File: config.mk
export PLATFORM = sky130hd
export DESIGN_NAME = ika2151_so_deserializer_flat
export DESIGN_NICKNAME = d
export VERILOG_FILES = /design/src/rtl/ika2151_pkg.sv /design/src/rtl/ika2151_so_deserializer_if.sv /design/src/rtl/ika2151_fp_decode.sv /design/src/rtl/ika2151_so_deserializer.sv /design/src/flat_wrapper.sv
export SDC_FILE = /design/constraint.sdc
export NUM_CORES = 1
export LEC_CHECK = 0
export ABC_CLOCK_PERIOD_IN_PS = 1900
export BUFFER_PORTS_ARGS = -buffer_cell sky130_fd_sc_hd__buf_2
export CAP_MARGIN = 20
export CORE_ASPECT_RATIO = 0.7
export CORE_MARGIN = 4
export CORE_UTILIZATION = 51
export DETAILED_ROUTE_END_ITERATION = 6
export PLACE_DENSITY_LB_ADDON = 0.1
export SETUP_SLACK_MARGIN = 0.2
export SLEW_MARGIN = 10
export SYNTH_ARGS = -nofsm -noshare
export SYNTH_HDL_FRONTEND = slang
export SYNTH_SLANG_ARGS = --single-unit
File: constraint.sdc
create_clock -name i_EMUCLK -period 1.9 [get_ports i_EMUCLK]
set_input_delay 0.38 -clock i_EMUCLK [delete_from_list [all_inputs] [get_ports i_EMUCLK]]
set_output_delay 0.38 -clock i_EMUCLK [all_outputs]
set_load 0.1 [all_outputs]
File: src/rtl/ika2151_pkg.sv
// Shared constants and types for the IKA2151 serial-output deserializer and
// its floating-point-to-PCM decoder.
package ika2151_pkg;

  localparam int unsigned FRAME_LEN = 16;
  localparam int unsigned MANT_W    = 10;
  localparam int unsigned EXP_W     = 3;
  localparam int unsigned PCM_W     = 16;
  localparam int unsigned MANT_LSB  = 3;
  localparam int unsigned EXP_LSB   = 13;

  typedef enum logic {
    CH_1 = 1'b0,
    CH_2 = 1'b1
  } ch_e;

endpackage

File: src/rtl/ika2151_so_deserializer_if.sv
// Decoded PCM output bus of the deserializer; master drives, slave observes.
interface ika2151_so_deserializer_if;
  import ika2151_pkg::*;

  logic signed [PCM_W-1:0] o_CH1;
  logic signed [PCM_W-1:0] o_CH2;
  logic                    o_CH1_VALID;
  logic                    o_CH2_VALID;
  logic                    o_FRAME_ERR;

  modport master (output o_CH1, o_CH2, o_CH1_VALID, o_CH2_VALID, o_FRAME_ERR);
  modport slave  (input  o_CH1, o_CH2, o_CH1_VALID, o_CH2_VALID, o_FRAME_ERR);

endinterface

File: src/rtl/ika2151_fp_decode.sv
// Combinational YM3012-style float (10-bit mantissa, 3-bit exponent) to
// 16-bit signed linear PCM converter.
module ika2151_fp_decode
  import ika2151_pkg::*;
#(
  parameter bit ZERO_EXP_MUTE = 1'b1
) (
  input  logic        [MANT_W-1:0] i_mant,
  input  logic        [EXP_W-1:0]  i_exp,
  output logic signed [PCM_W-1:0]  o_pcm
);

  logic signed [MANT_W-1:0] w_m;
  logic signed [PCM_W-1:0]  w_ext;
  logic        [EXP_W-1:0]  w_sh;

  // Mantissa MSB is an inverted sign bit (offset binary).
  assign w_m   = {~i_mant[MANT_W-1], i_mant[MANT_W-2:0]};
  assign w_ext = {{(PCM_W-MANT_W){w_m[MANT_W-1]}}, w_m};
  assign w_sh  = i_exp - EXP_W'(1);

  always_comb begin
    o_pcm = w_ext;
    if (i_exp == '0) begin
      o_pcm = ZERO_EXP_MUTE ? '0 : w_ext;
    end else begin
      o_pcm = w_ext <<< w_sh;
    end
  end

endmodule

File: src/rtl/ika2151_so_deserializer.sv
// IKA2151 SO stream deserializer: frames words on SH1/SH2 falling edges and
// decodes them into per-channel PCM, two EMUCLK stages after the edge cycle.
module ika2151_so_deserializer
  import ika2151_pkg::*;
#(
  parameter bit ZERO_EXP_MUTE = 1'b1,
  parameter bit CHECK_FRAME   = 1'b1
) (
  input  logic                              i_EMUCLK,
  input  logic                              i_MRST_n,
  input  logic                              i_phi1_PCEN_n,
  input  logic                              i_SO,
  input  logic                              i_SH1,
  input  logic                              i_SH2,
  ika2151_so_deserializer_if.master         o_pcm
);

  logic                           w_en;
  logic                           w_fall1;
  logic                           w_fall2;
  logic                           w_edge;
  logic                           w_len_bad;
  logic [FRAME_LEN-1:MANT_LSB]    w_word;

  // Bits 0..2 of a word are don't-care, so only the upper bits are kept.
  logic [FRAME_LEN-1:MANT_LSB]    r_shift;
  logic                           r_prev_sh1;
  logic                           r_prev_sh2;
  logic [4:0]                     r_cnt;
  logic                           r_armed;

  logic                           r_s1_vld;
  ch_e                            r_s1_ch;
  logic [FRAME_LEN-1:MANT_LSB]    r_s1_word;
  logic                           r_s1_err;

  logic signed [PCM_W-1:0]        w_pcm;

  assign w_en      = ~i_phi1_PCEN_n;
  assign w_word    = {i_SO, r_shift[FRAME_LEN-1:MANT_LSB+1]};
  assign w_fall1   = w_en & r_prev_sh1 & ~i_SH1;
  assign w_fall2   = w_en & r_prev_sh2 & ~i_SH2;
  assign w_edge    = w_fall1 | w_fall2;
  assign w_len_bad = CHECK_FRAME && r_armed && (r_cnt != 5'(FRAME_LEN));

  always_ff @(posedge i_EMUCLK) begin
    if (!i_MRST_n) begin
      r_shift    <= '0;
      r_prev_sh1 <= 1'b0;
      r_prev_sh2 <= 1'b0;
      r_cnt      <= '0;
      r_armed    <= 1'b0;
      r_s1_vld   <= 1'b0;
      r_s1_ch    <= CH_1;
      r_s1_word  <= '0;
      r_s1_err   <= 1'b0;
    end else begin
      r_s1_vld <= 1'b0;
      if (w_en) begin
        r_shift    <= w_word;
        r_prev_sh1 <= i_SH1;
        r_prev_sh2 <= i_SH2;
        if (w_edge) begin
          r_cnt     <= 5'd1;
          r_armed   <= 1'b1;
          r_s1_vld  <= 1'b1;
          r_s1_word <= w_word;
          // Channel 1 wins a simultaneous edge; the collision is a framing error.
          r_s1_ch   <= w_fall1 ? CH_1 : CH_2;
          r_s1_err  <= w_len_bad | (w_fall1 & w_fall2);
        end else if (r_cnt != 5'd31) begin
          r_cnt <= r_cnt + 5'd1;
        end
      end
    end
  end

  ika2151_fp_decode #(
    .ZERO_EXP_MUTE (ZERO_EXP_MUTE)
  ) u_decode (
    .i_mant (r_s1_word[MANT_LSB +: MANT_W]),
    .i_exp  (r_s1_word[EXP_LSB  +: EXP_W]),
    .o_pcm  (w_pcm)
  );

  always_ff @(posedge i_EMUCLK) begin
    if (!i_MRST_n) begin
      o_pcm.o_CH1       <= '0;
      o_pcm.o_CH2       <= '0;
      o_pcm.o_CH1_VALID <= 1'b0;
      o_pcm.o_CH2_VALID <= 1'b0;
      o_pcm.o_FRAME_ERR <= 1'b0;
    end else begin
      o_pcm.o_CH1_VALID <= 1'b0;
      o_pcm.o_CH2_VALID <= 1'b0;
      if (r_s1_vld) begin
        if (r_s1_ch == CH_1) begin
          o_pcm.o_CH1       <= w_pcm;
          o_pcm.o_CH1_VALID <= 1'b1;
        end else begin
          o_pcm.o_CH2       <= w_pcm;
          o_pcm.o_CH2_VALID <= 1'b1;
        end
        if (r_s1_err) begin
          o_pcm.o_FRAME_ERR <= 1'b1;
        end
      end
    end
  end

endmodule

File: src/flat_wrapper.sv
// flat-port wrapper written by rule: the top's interface ports become plain ports
module ika2151_so_deserializer_flat import ika2151_pkg::*;
#(
  parameter bit ZERO_EXP_MUTE = 1'b1,
  parameter bit CHECK_FRAME   = 1'b1
)
  (i_EMUCLK, i_MRST_n, i_phi1_PCEN_n, i_SO, i_SH1, i_SH2, o_pcm_o_CH1, o_pcm_o_CH2, o_pcm_o_CH1_VALID, o_pcm_o_CH2_VALID, o_pcm_o_FRAME_ERR);
  ika2151_so_deserializer_if o_pcm_i ();
  input  logic i_EMUCLK;
  input  logic i_MRST_n;
  input  logic i_phi1_PCEN_n;
  input  logic i_SO;
  input  logic i_SH1;
  input  logic i_SH2;
  output wire logic [$bits(o_pcm_i.o_CH1)-1:0] o_pcm_o_CH1;
  output wire logic [$bits(o_pcm_i.o_CH2)-1:0] o_pcm_o_CH2;
  output wire logic [$bits(o_pcm_i.o_CH1_VALID)-1:0] o_pcm_o_CH1_VALID;
  output wire logic [$bits(o_pcm_i.o_CH2_VALID)-1:0] o_pcm_o_CH2_VALID;
  output wire logic [$bits(o_pcm_i.o_FRAME_ERR)-1:0] o_pcm_o_FRAME_ERR;
  assign o_pcm_o_CH1 = o_pcm_i.o_CH1;
  assign o_pcm_o_CH2 = o_pcm_i.o_CH2;
  assign o_pcm_o_CH1_VALID = o_pcm_i.o_CH1_VALID;
  assign o_pcm_o_CH2_VALID = o_pcm_i.o_CH2_VALID;
  assign o_pcm_o_FRAME_ERR = o_pcm_i.o_FRAME_ERR;
  ika2151_so_deserializer #(.ZERO_EXP_MUTE(ZERO_EXP_MUTE), .CHECK_FRAME(CHECK_FRAME)) u_core (.i_EMUCLK(i_EMUCLK), .i_MRST_n(i_MRST_n), .i_phi1_PCEN_n(i_phi1_PCEN_n), .i_SO(i_SO), .i_SH1(i_SH1), .i_SH2(i_SH2), .o_pcm(o_pcm_i));
endmodule
Word-level counts from Yosys, hierarchy flattened. Cells that the tools add are included.

Reduce and logical (&&, ||, !) cells: 10. Add/sub/neg operators: 2. Multiplexer cells: 7. Shift operators: 1. Bitwise logic cells: 13. Equal/unequal tests: 2.

Operators with widths (count): two-way mux 16 bit (1); <<< shifter 10 x 3 -> 16 bit (1); AND reduction 2 bit (6); two-way mux 5 bit (2); != test 5 bit, second input constant (2); NOT 1 bit (6); adder 5 x 1 -> 5 bit, second input constant (1); bitwise AND 1 bit (5); two-way mux 1 bit (4); logical NOT 3 bit (1); subtractor 3 x 1 -> 3 bit, second input constant (1); bitwise OR 1 bit (2); nonzero test 2 bit (1); OR reduction 2 bit (1); logical AND 1 bit (1).

Input port bits: 6. Register bits after elaboration: 72. Word-level logic and storage cells: 49. Output and inout port bits: 35.

Depth between registers and ports, before layout. Gate-level depths: netlist of the first run.

Depth in word-level cells: 6. Gate-level depth with buffers: 9. Depth with buffers taken out: 7.

Modules after synthesis. Synthesis of the first run repeated with hierarchy kept, for this count alone.

Cell total of the unflattened synthesis: 354. Area, all modules: 3216.8 sq um.

Modules (own cells, without submodules): ika2151_so_deserializer (times used 1, area each 2772.7 sq um, cells each 298, sequential area each 1421.4 sq um); ika2151_fp_decode (times used 1, area each 444.2 sq um, cells each 56, sequential area each 0.0 sq um).

Worst setup path after synthesis of the first run. OpenSTA, ideal clock, no wires.

Path kind: reg-to-reg. From: register u_core.r_s1_word[13] (netlist bit). To: register u_core.o_pcm.o_CH2[11]. Data required time: 1.776 ns. Library setup time: 0.124 ns. Path buffers: 3. Stages on the path, launching flop included: 10. Setup slack: 0.062 ns. Arrival time: 1.714 ns. Period minus slack after synthesis: 1.838 ns. Cells stage by stage: dfxtp_1 -> buf_6 -> inv_2 -> ha_1 -> buf_6 -> buf_12 -> mux2i_1 -> mux2i_1 -> a22oi_2 -> a21oi_2.

Cells in the longest elaborated chain, start to end: 3. Elaborated cells on any way between the ends: 4. Those cells by class: add/sub: 1; shift: 1; mux: 1; reduce/logical: 1.

Ends and longest elaborated chain: start: declaration (RTL line ika2151_so_deserializer.sv:34) `logic [FRAME_LEN-1:MANT_LSB] r_s1_word;`; start signal: assignment (RTL line ika2151_so_deserializer.sv:67) `r_s1_word <= w_word;`; subtractor 3 x 1 -> 3 bit (RTL line ika2151_fp_decode.sv:20) `assign w_sh = i_exp - EXP_W'(1);`; <<< shifter 10 x 3 -> 16 bit (RTL line ika2151_fp_decode.sv:27) `o_pcm = w_ext <<< w_sh;`; two-way mux 16 bit * (RTL line ika2151_fp_decode.sv:24) `if (i_exp == '0) begin`; end signal: assignment (RTL line ika2151_so_deserializer.sv:101) `o_pcm.o_CH2 <= w_pcm;`; end: declaration (RTL line ika2151_so_deserializer_if.sv:11) `modport master (output o_CH1, o_CH2, o_CH1_VALID, o_CH2_VALID, o_FRAME_ERR);`.

Every way passes the cells marked *; elsewhere a longest branch is shown, timed or not. A chain may end at the register's enable or synchronous reset.

Worst setup path in the final report of the first run.
From: register u_core.r_s1_word[13] (netlist bit). To: register u_core.o_pcm.o_CH2[8].

Same word-level chain as after synthesis.

==> results of run 1 <==
[timing repair]
| action | CTS | global route |
|---|---|---|
| setup buffers | 3 | 0 |
| endpoints found under the setup margin | 14 | 21 |
| pin swaps | 8 | 5 |
| resized for setup | 13 | 13 |
[state kept, by name (all words and copies together), names as in the netlist]
name                      cells
u_core.o_pcm.o_CH1_VALID      1
u_core.r_s1_vld               1
u_core.r_s1_word             13
u_core.o_pcm.o_CH1           16
u_core.o_pcm.o_CH2_VALID      1
u_core.o_pcm.o_FRAME_ERR      1
u_core.r_s1_ch                1
u_core.r_shift               12
u_core.r_prev_sh2             1
u_core.r_armed                1
u_core.r_s1_err               1
u_core.o_pcm.o_CH2           16
u_core.r_cnt                  5
u_core.r_prev_sh1             1
[worst reg2reg max path: stages, from the launching register on]
cell	delay, ns
dfxtp_4	0.38
inv_8	0.04
ha_4	0.27
buf_12	0.15
mux2i_4	0.27
mux2i_2	0.12
a22oi_2	0.23
a21oi_1	0.11
[worst max path at each step]
| stage | from | to | slack [ns] | cells after the start |
|---|---|---|---|---|
| floorplan | u_core.r_s1_word[13] | u_core.o_pcm.o_CH1[7] | 0.19 | 9 |
| global placement | u_core.r_s1_word[13] | u_core.o_pcm.o_CH2[5] | 0.15 | 6 |
| detailed placement | u_core.r_s1_word[13] | u_core.o_pcm.o_CH2[6] | 0.12 | 6 |
| CTS | u_core.r_cnt[0] | u_core.r_cnt[3] | 0.20 | 7 |
| global route | u_core.r_s1_word[13] | u_core.o_pcm.o_CH2[11] | 0.14 | 7 |
| finish | u_core.r_s1_word[13] | u_core.o_pcm.o_CH2[8] | 0.22 | 7 |
[cells by family after synthesis]
group / Yosys count / synth area share
buffers and inverters: 27 / 0.0532
xor gates and xnor gates: 4 / 0.0116
DFF: 71 / 0.469
AOI/OAI and AO/OA: 92 / 0.202
muxes: 32 / 0.120
and+or+nand+nor: 68 / 0.124
adders and majority gates: 5 / 0.0206
[Yosys cell counts (3+ instances only)]
master	n	share of area
a22oi_2	3	0.012
a21oi_2	3	0.0087
a21boi_1	8	0.020
nand2_1	17	0.021
buf_2	8	0.013
o21ai_0	28	0.046
buf_6	3	0.011
ha_1	5	0.021
buf_4	3	0.0074
dfxtp_1	71	0.47
mux2i_1	27	0.089
nand3_1	9	0.015
clkbuf_1	7	0.0087
nor2b_1	18	0.037
nor2_1	9	0.011
inv_1	4	0.0049
a22oi_1	4	0.0099
a21oi_1	24	0.040
a22o_1	12	0.035
[metrics by stage]
| stage | hold WS (ns) | total power, mW | instance area [µm²] | cells | setup slack (ns) |
|---|---|---|---|---|---|
| finish | 0.305 | 2.85 | 3580 | 416 | 0.224 |
| global route | 0.298 | 2.97 | 3580 | 416 | 0.137 |
| CTS | 0.284 | 2.89 | 3520 | 416 | 0.202 |
| detailed placement | 0.444 | 1.76 | 3250 | 398 | 0.118 |
| global placement | 0.439 | 1.76 | 3250 | 398 | 0.148 |
| floorplan | 0.441 | 1.73 | 3050 | 299 | 0.189 |
[routing by layer]
| metal | vias to the layer above | part of all wire | global-route usage |
|---|---|---|---|
| met2 | 36 | 0.40 | 0.244 |
| met1 | 1045 | 0.54 | 0.278 |
| met4 | 0 | 0.013 | 0.0628 |
| met3 | 8 | 0.044 | 0.0480 |
| met5 | - | 0 | 0 |
| li1 | 1140 | - | - |
[layout make-up]
class,count,area share
sequential,71,0.398
tap,75,0.0262
clock inverter,4,0.0133
timing repair buffer,49,0.0775
inverter,5,0.00733
multi-input combinational,201,0.441
clock buffer,11,0.0367
[power groups by stage]
stage | sequential [mW] | clock (mW) | combinational, mW
5_1_grt | 1.53 | 1.22 | 0.224
3_3_place_gp | 1.56 | 0 | 0.201
6_report | 1.53 | 1.12 | 0.209
2_1_floorplan | 1.62 | 0 | 0.108
4_1_cts | 1.53 | 1.16 | 0.207
3_5_place_dp | 1.56 | 0 | 0.203
==> flow_metrics.py, run 1 <==
metrics = {
    "die": {
        "die_y_um": 72.5,
        "start_util": 0.527,
        "rows": 23,
        "core_area_um2": 5760,
        "io-pin-count": 41,
        "dieArea_um2": 7260,
        "die_w_um": 100,
    },
    "layout": {
        "layout-drive-gt1-share": 0.305,
        "postLayoutCoreUtil": 0.622,
        "fillers": 512,
        "regArea_um2": 1430,
        "diodes": 0,
        "fin_nets": 348,
        "final_common_cell": "dfxtp_1",
        "multi_input_area_um2": 1580,
        "final_cell_mix": "69 x dfxtp_1, 41 x buf_2, 28 x o21ai_0",
        "syn_to_final_growth_pct": 18.1,
    },
    "synth": {
        "synth_cell_types": 47,
        "postSynthNetCount": 310,
        "ys.flop_type": "dfxtp_1",
        "synth_seq_cells": 71,
        "syn_area_per_cell_um2": 10.1,
        "synth_area_um2": 3030,
        "yosysWarnings": 0,
        "async_flop_share": 0,
        "ys_seq_area_frac": 0.469,
        "synthesis.instances": 299,
        "synth_edf_count": 0,
    },
    "timing": {
        "slew_headroom": 0.386,
        "timing.final.max_slew_violations": 0,
        "post-route-min-period_ns": 1.68,
        "finalCritPeriodShare": 0.882,
        "setup_viol": 0,
        "fin_skew_ns": 0.00806,
        "tightest_slew_ns": 0.919,
        "setup-tns-final_ns": 0,
        "max_freq_mhz": 597,
        "hold_viol_final": 0,
        "grt_setup_unrepaired": "true",
    },
    "grt": {
        "gr-total-overflow": 0,
        "grt_max_degree": 56,
        "antenna_found_initial": 0,
        "grt_pass1_vias": 2034,
        "grt_pass1_wl_um": 10400,
        "grt.total_usage": 0.182,
    },
    "worst_setup_path": {
        "cpPeakStageDelay_ns": 0.38,
        "rr_startpoint": "u_core.r_s1_word[13]",
        "crit_path_start_kind": "flip-flop",
        "worst-path-max-fanout": 7,
        "required_ns": 2.12,
        "crit_buf_inv": 2,
        "path_cells": "inv_8 > ha_4 > buf_12 > mux2i_4 > mux2i_2 > a22oi_2 > a21oi_1",
        "worstSetupEndpointType": "flip-flop",
        "slowest_stage": "dfxtp_4",
        "crit_family": "flip-flops",
        "reg2reg_slack_ns": 0.22,
        "timing.rr.end": "u_core.o_pcm.o_CH2[8]",
        "arrival_ns": 1.89,
        "worstSetupPathType": "flip-flop to flip-flop",
        "reg2reg_depth": 7,
    },
    "placed_design": {
        "gp_congestion": 0.763,
        "numPortBuffers": 40,
        "place_hpwl_um": 4290,
    },
    "power_and_ir_drop": {
        "p_switching_uw": 686,
        "p_int_mw": 2.17,
        "cellPowerDensity_nw_per_um2": 797,
        "p_leak_nw": 1.41,
        "seq_power_share": 0.535,
        "ir_worst_vdd_mv": 0.422,
        "p_comb_frac": 0.073,
        "switching_share": 0.240,
        "clkPwrFrac": 0.392,
    },
    "route": {
        "wirelength_um": 6280,
        "first_iter_violations": 87,
        "antenna_left": 0,
        "wire_per_inst_um": 15.1,
        "num_vias": 2229,
        "drc": 0,
        "firstDrtPassIters": 4,
        "via_per_inst": 5.36,
    },
    "cts": {
        "cts_tree": "done",
        "cts_buffers": 9,
        "htree_levels": 3,
        "clock_path_buffers": 2,
        "clk_pin_slew_ns": 0.07,
        "clock_latency_ns": 0.34,
        "hold_buffers": 0,
        "root_buffer": "clkbuf_8",
        "numClockSinks": 71,
    },
    "run": {
        "drv_cap": 0,
    },
    "min_path": {
        "hp-class": "input pin to flip-flop",
        "hold_end": "u_core.r_s1_word[15]",
        "hold_depth": 2,
        "hp-start": "i_SO",
    },
    "outcome": {
        "status": "finished, final reports clean",
    },
}
(Power assumes the default switching activity.)
==> run 2: changes to the inputs <==
CTS_BUF_LIST = sky130_fd_sc_hd__clkbuf_16   (was not set)
GPL_TIMING_DRIVEN = 0   (was not set)
==> flow_metrics.py, run 2 (synthesis results as in run 1) <==
metrics = {
    "outcome": {
        "status": "finished, final reports clean",
    },
    "grt": {
        "grt_pass1_vias": 2227,
        "gr-total-overflow": 0,
        "antenna_found_initial": 0,
        "grt_pass1_wl_um": 11300,
        "grt.total_usage": 0.198,
        "grt_max_degree": 12,
    },
    "cts": {
        "clock_path_buffers": 2,
        "root_buffer": "clkbuf_16",
        "cts_tree": "done",
        "numClockSinks": 71,
        "clk_pin_slew_ns": 0.05,
        "htree_levels": 3,
        "hold_buffers": 0,
        "clock_latency_ns": 0.33,
        "cts_buffers": 9,
    },
    "die": {
        "dieArea_um2": 7260,
        "core_area_um2": 5760,
        "die_y_um": 72.5,
        "die_w_um": 100,
        "rows": 23,
        "start_util": 0.527,
        "io-pin-count": 41,
    },
    "route": {
        "drc": 0,
        "firstDrtPassIters": 4,
        "wire_per_inst_um": 17.0,
        "num_vias": 2443,
        "first_iter_violations": 80,
        "wirelength_um": 7500,
        "antenna_left": 0,
        "via_per_inst": 5.54,
    },
    "worst_setup_path": {
        "timing.rr.end": "u_core.o_pcm.o_CH1[6]",
        "slowest_stage": "dfxtp_2",
        "worstSetupEndpointType": "flip-flop",
        "required_ns": 2.10,
        "path_cells": "buf_8 > inv_12 > ha_4 > buf_12 > buf_12 > mux2i_4 > mux2i_2 > a22oi_2 > a21oi_1",
        "worst-path-max-fanout": 5,
        "cpPeakStageDelay_ns": 0.34,
        "endpoint": "u_core.o_pcm.o_CH1[6]",
        "crit_path_frequent_cell": "buf_12",
        "rr_startpoint": "u_core.r_s1_word[13]",
        "arrival_ns": 2.09,
        "crit_path_start": "u_core.r_s1_word[13]",
        "reg2reg_depth": 9,
        "crit_path_start_kind": "flip-flop",
        "reg2reg_slack_ns": 0.02,
        "worstSetupPathType": "flip-flop to flip-flop",
    },
    "timing": {
        "finalCritPeriodShare": 0.990,
        "timing.final.max_slew_violations": 0,
        "post-route-min-period_ns": 1.88,
        "fin_skew_ns": 0.00558,
        "worst_slack_ns": 0.0190,
        "hold_viol_final": 0,
        "grt_setup_unrepaired": "true",
        "max_freq_mhz": 532,
        "slew_headroom": 0.676,
        "setup_viol": 0,
        "tightest_slew_ns": 0.489,
    },
    "power_and_ir_drop": {
        "cellPowerDensity_nw_per_um2": 872,
        "p_leak_nw": 1.60,
        "finalPower_mw": 3.48,
        "ir_worst_vdd_mv": 0.558,
    },
    "run": {
        "drv_cap": 0,
    },
    "layout": {
        "fillers": 454,
        "layout-drive-gt1-share": 0.355,
        "fin_nets": 373,
        "final_cell_mix": "70 x dfxtp_1, 47 x buf_2, 27 x o21ai_0",
        "final_common_cell": "dfxtp_1",
        "instances_no_fill": 441,
        "top_regs": "u_core.o_pcm.o_CH1 x16, u_core.o_pcm.o_CH2 x16, u_core.r_s1_word x13",
        "diodes": 0,
        "syn_to_final_growth_pct": 31.5,
    },
    "placed_design": {
        "place_hpwl_um": 4790,
        "post-place-ws_ns": -0.0862,
        "gp_congestion": 0.864,
        "numPortBuffers": 40,
        "dpl.cell_count": 414,
    },
    "min_path": {
        "hp-class": "input pin to flip-flop",
    },
}
-- run 2: worst max-delay path, delay by kind of cell (launching register included) --
family                     cells  cell delay [ns]
adders and majority gates      1             0.26
AOI/OAI and AO/OA              2             0.35
DFF                            1             0.34
buffers and inverters          4             0.39
muxes                          2             0.41
-- run 2: worst min-delay path by stage --
stage | slack [ns] | endpoint | cells after the start | startpoint
detailed placement | 0.45 | u_core.o_pcm.o_CH2[3] | 2 | u_core.o_pcm.o_CH2[3]
global placement | 0.44 | u_core.o_pcm.o_CH2[1] | 2 | u_core.o_pcm.o_CH2[1]
floorplan | 0.44 | u_core.r_armed | 1 | u_core.r_armed
CTS | 0.28 | u_core.r_s1_word[15] | 2 | i_SO
finish | 0.28 | u_core.r_s1_word[15] | 2 | i_SO
global route | 0.29 | u_core.r_s1_word[15] | 2 | i_SO
-- run 2: stage by stage --
stage / TNS (ns) / instance area [µm²] / hold slack [ns] / utilization
2_1_floorplan: 0 / 3050 / 0.441 / -
3_3_place_gp: -0.123 / 3350 / 0.440 / 0.582
3_5_place_dp: -0.201 / 3350 / 0.448 / 0.582
4_1_cts: 0 / 3790 / 0.275 / 0.659
5_1_grt: -0.0271 / 3990 / 0.285 / 0.693
6_report: 0 / 3990 / 0.283 / 0.693
-- run 2: layout make-up --
cell class	count	area (µm²)	area share
Buffer	22	161	0.0405
Clock buffer	9	225	0.0565
Clock inverter	6	77.6	0.0194
Inverter	5	31.3	0.00784
Multi-Input combinational cell	201	1650	0.413
Sequential cell	71	1420	0.357
Tap cell	75	93.8	0.0235
Timing Repair Buffer	52	328	0.0822
-- run 2: report_power, final --
part	total, mW	internal [mW]	switching, mW	leakage [nW]
Clock	1.71	1.13	0.584	0.154
Sequential	1.53	1.51	0.0167	0.574
Combinational	0.240	0.0809	0.159	0.875
Total	3.48	2.72	0.760	1.60
-- run 2: timing repair --
action,CTS,global route
gates resized for setup,20,25
buffers inserted,2,9
gates cloned,1,0
setup endpoints to repair,33,33
pin swaps,9,14
-- run 2: metal layers --
metal | GRT usage | up-vias | share of wire | wire [µm]
met2 | 0.290 | 68 | 0.45 | 3390
met5 | 0 | - | 0 | 0
met1 | 0.279 | 1179 | 0.47 | 3540
met3 | 0.0672 | 17 | 0.057 | 428
li1 | - | 1179 | - | -
met4 | 0.0568 | 0 | 0.020 | 148
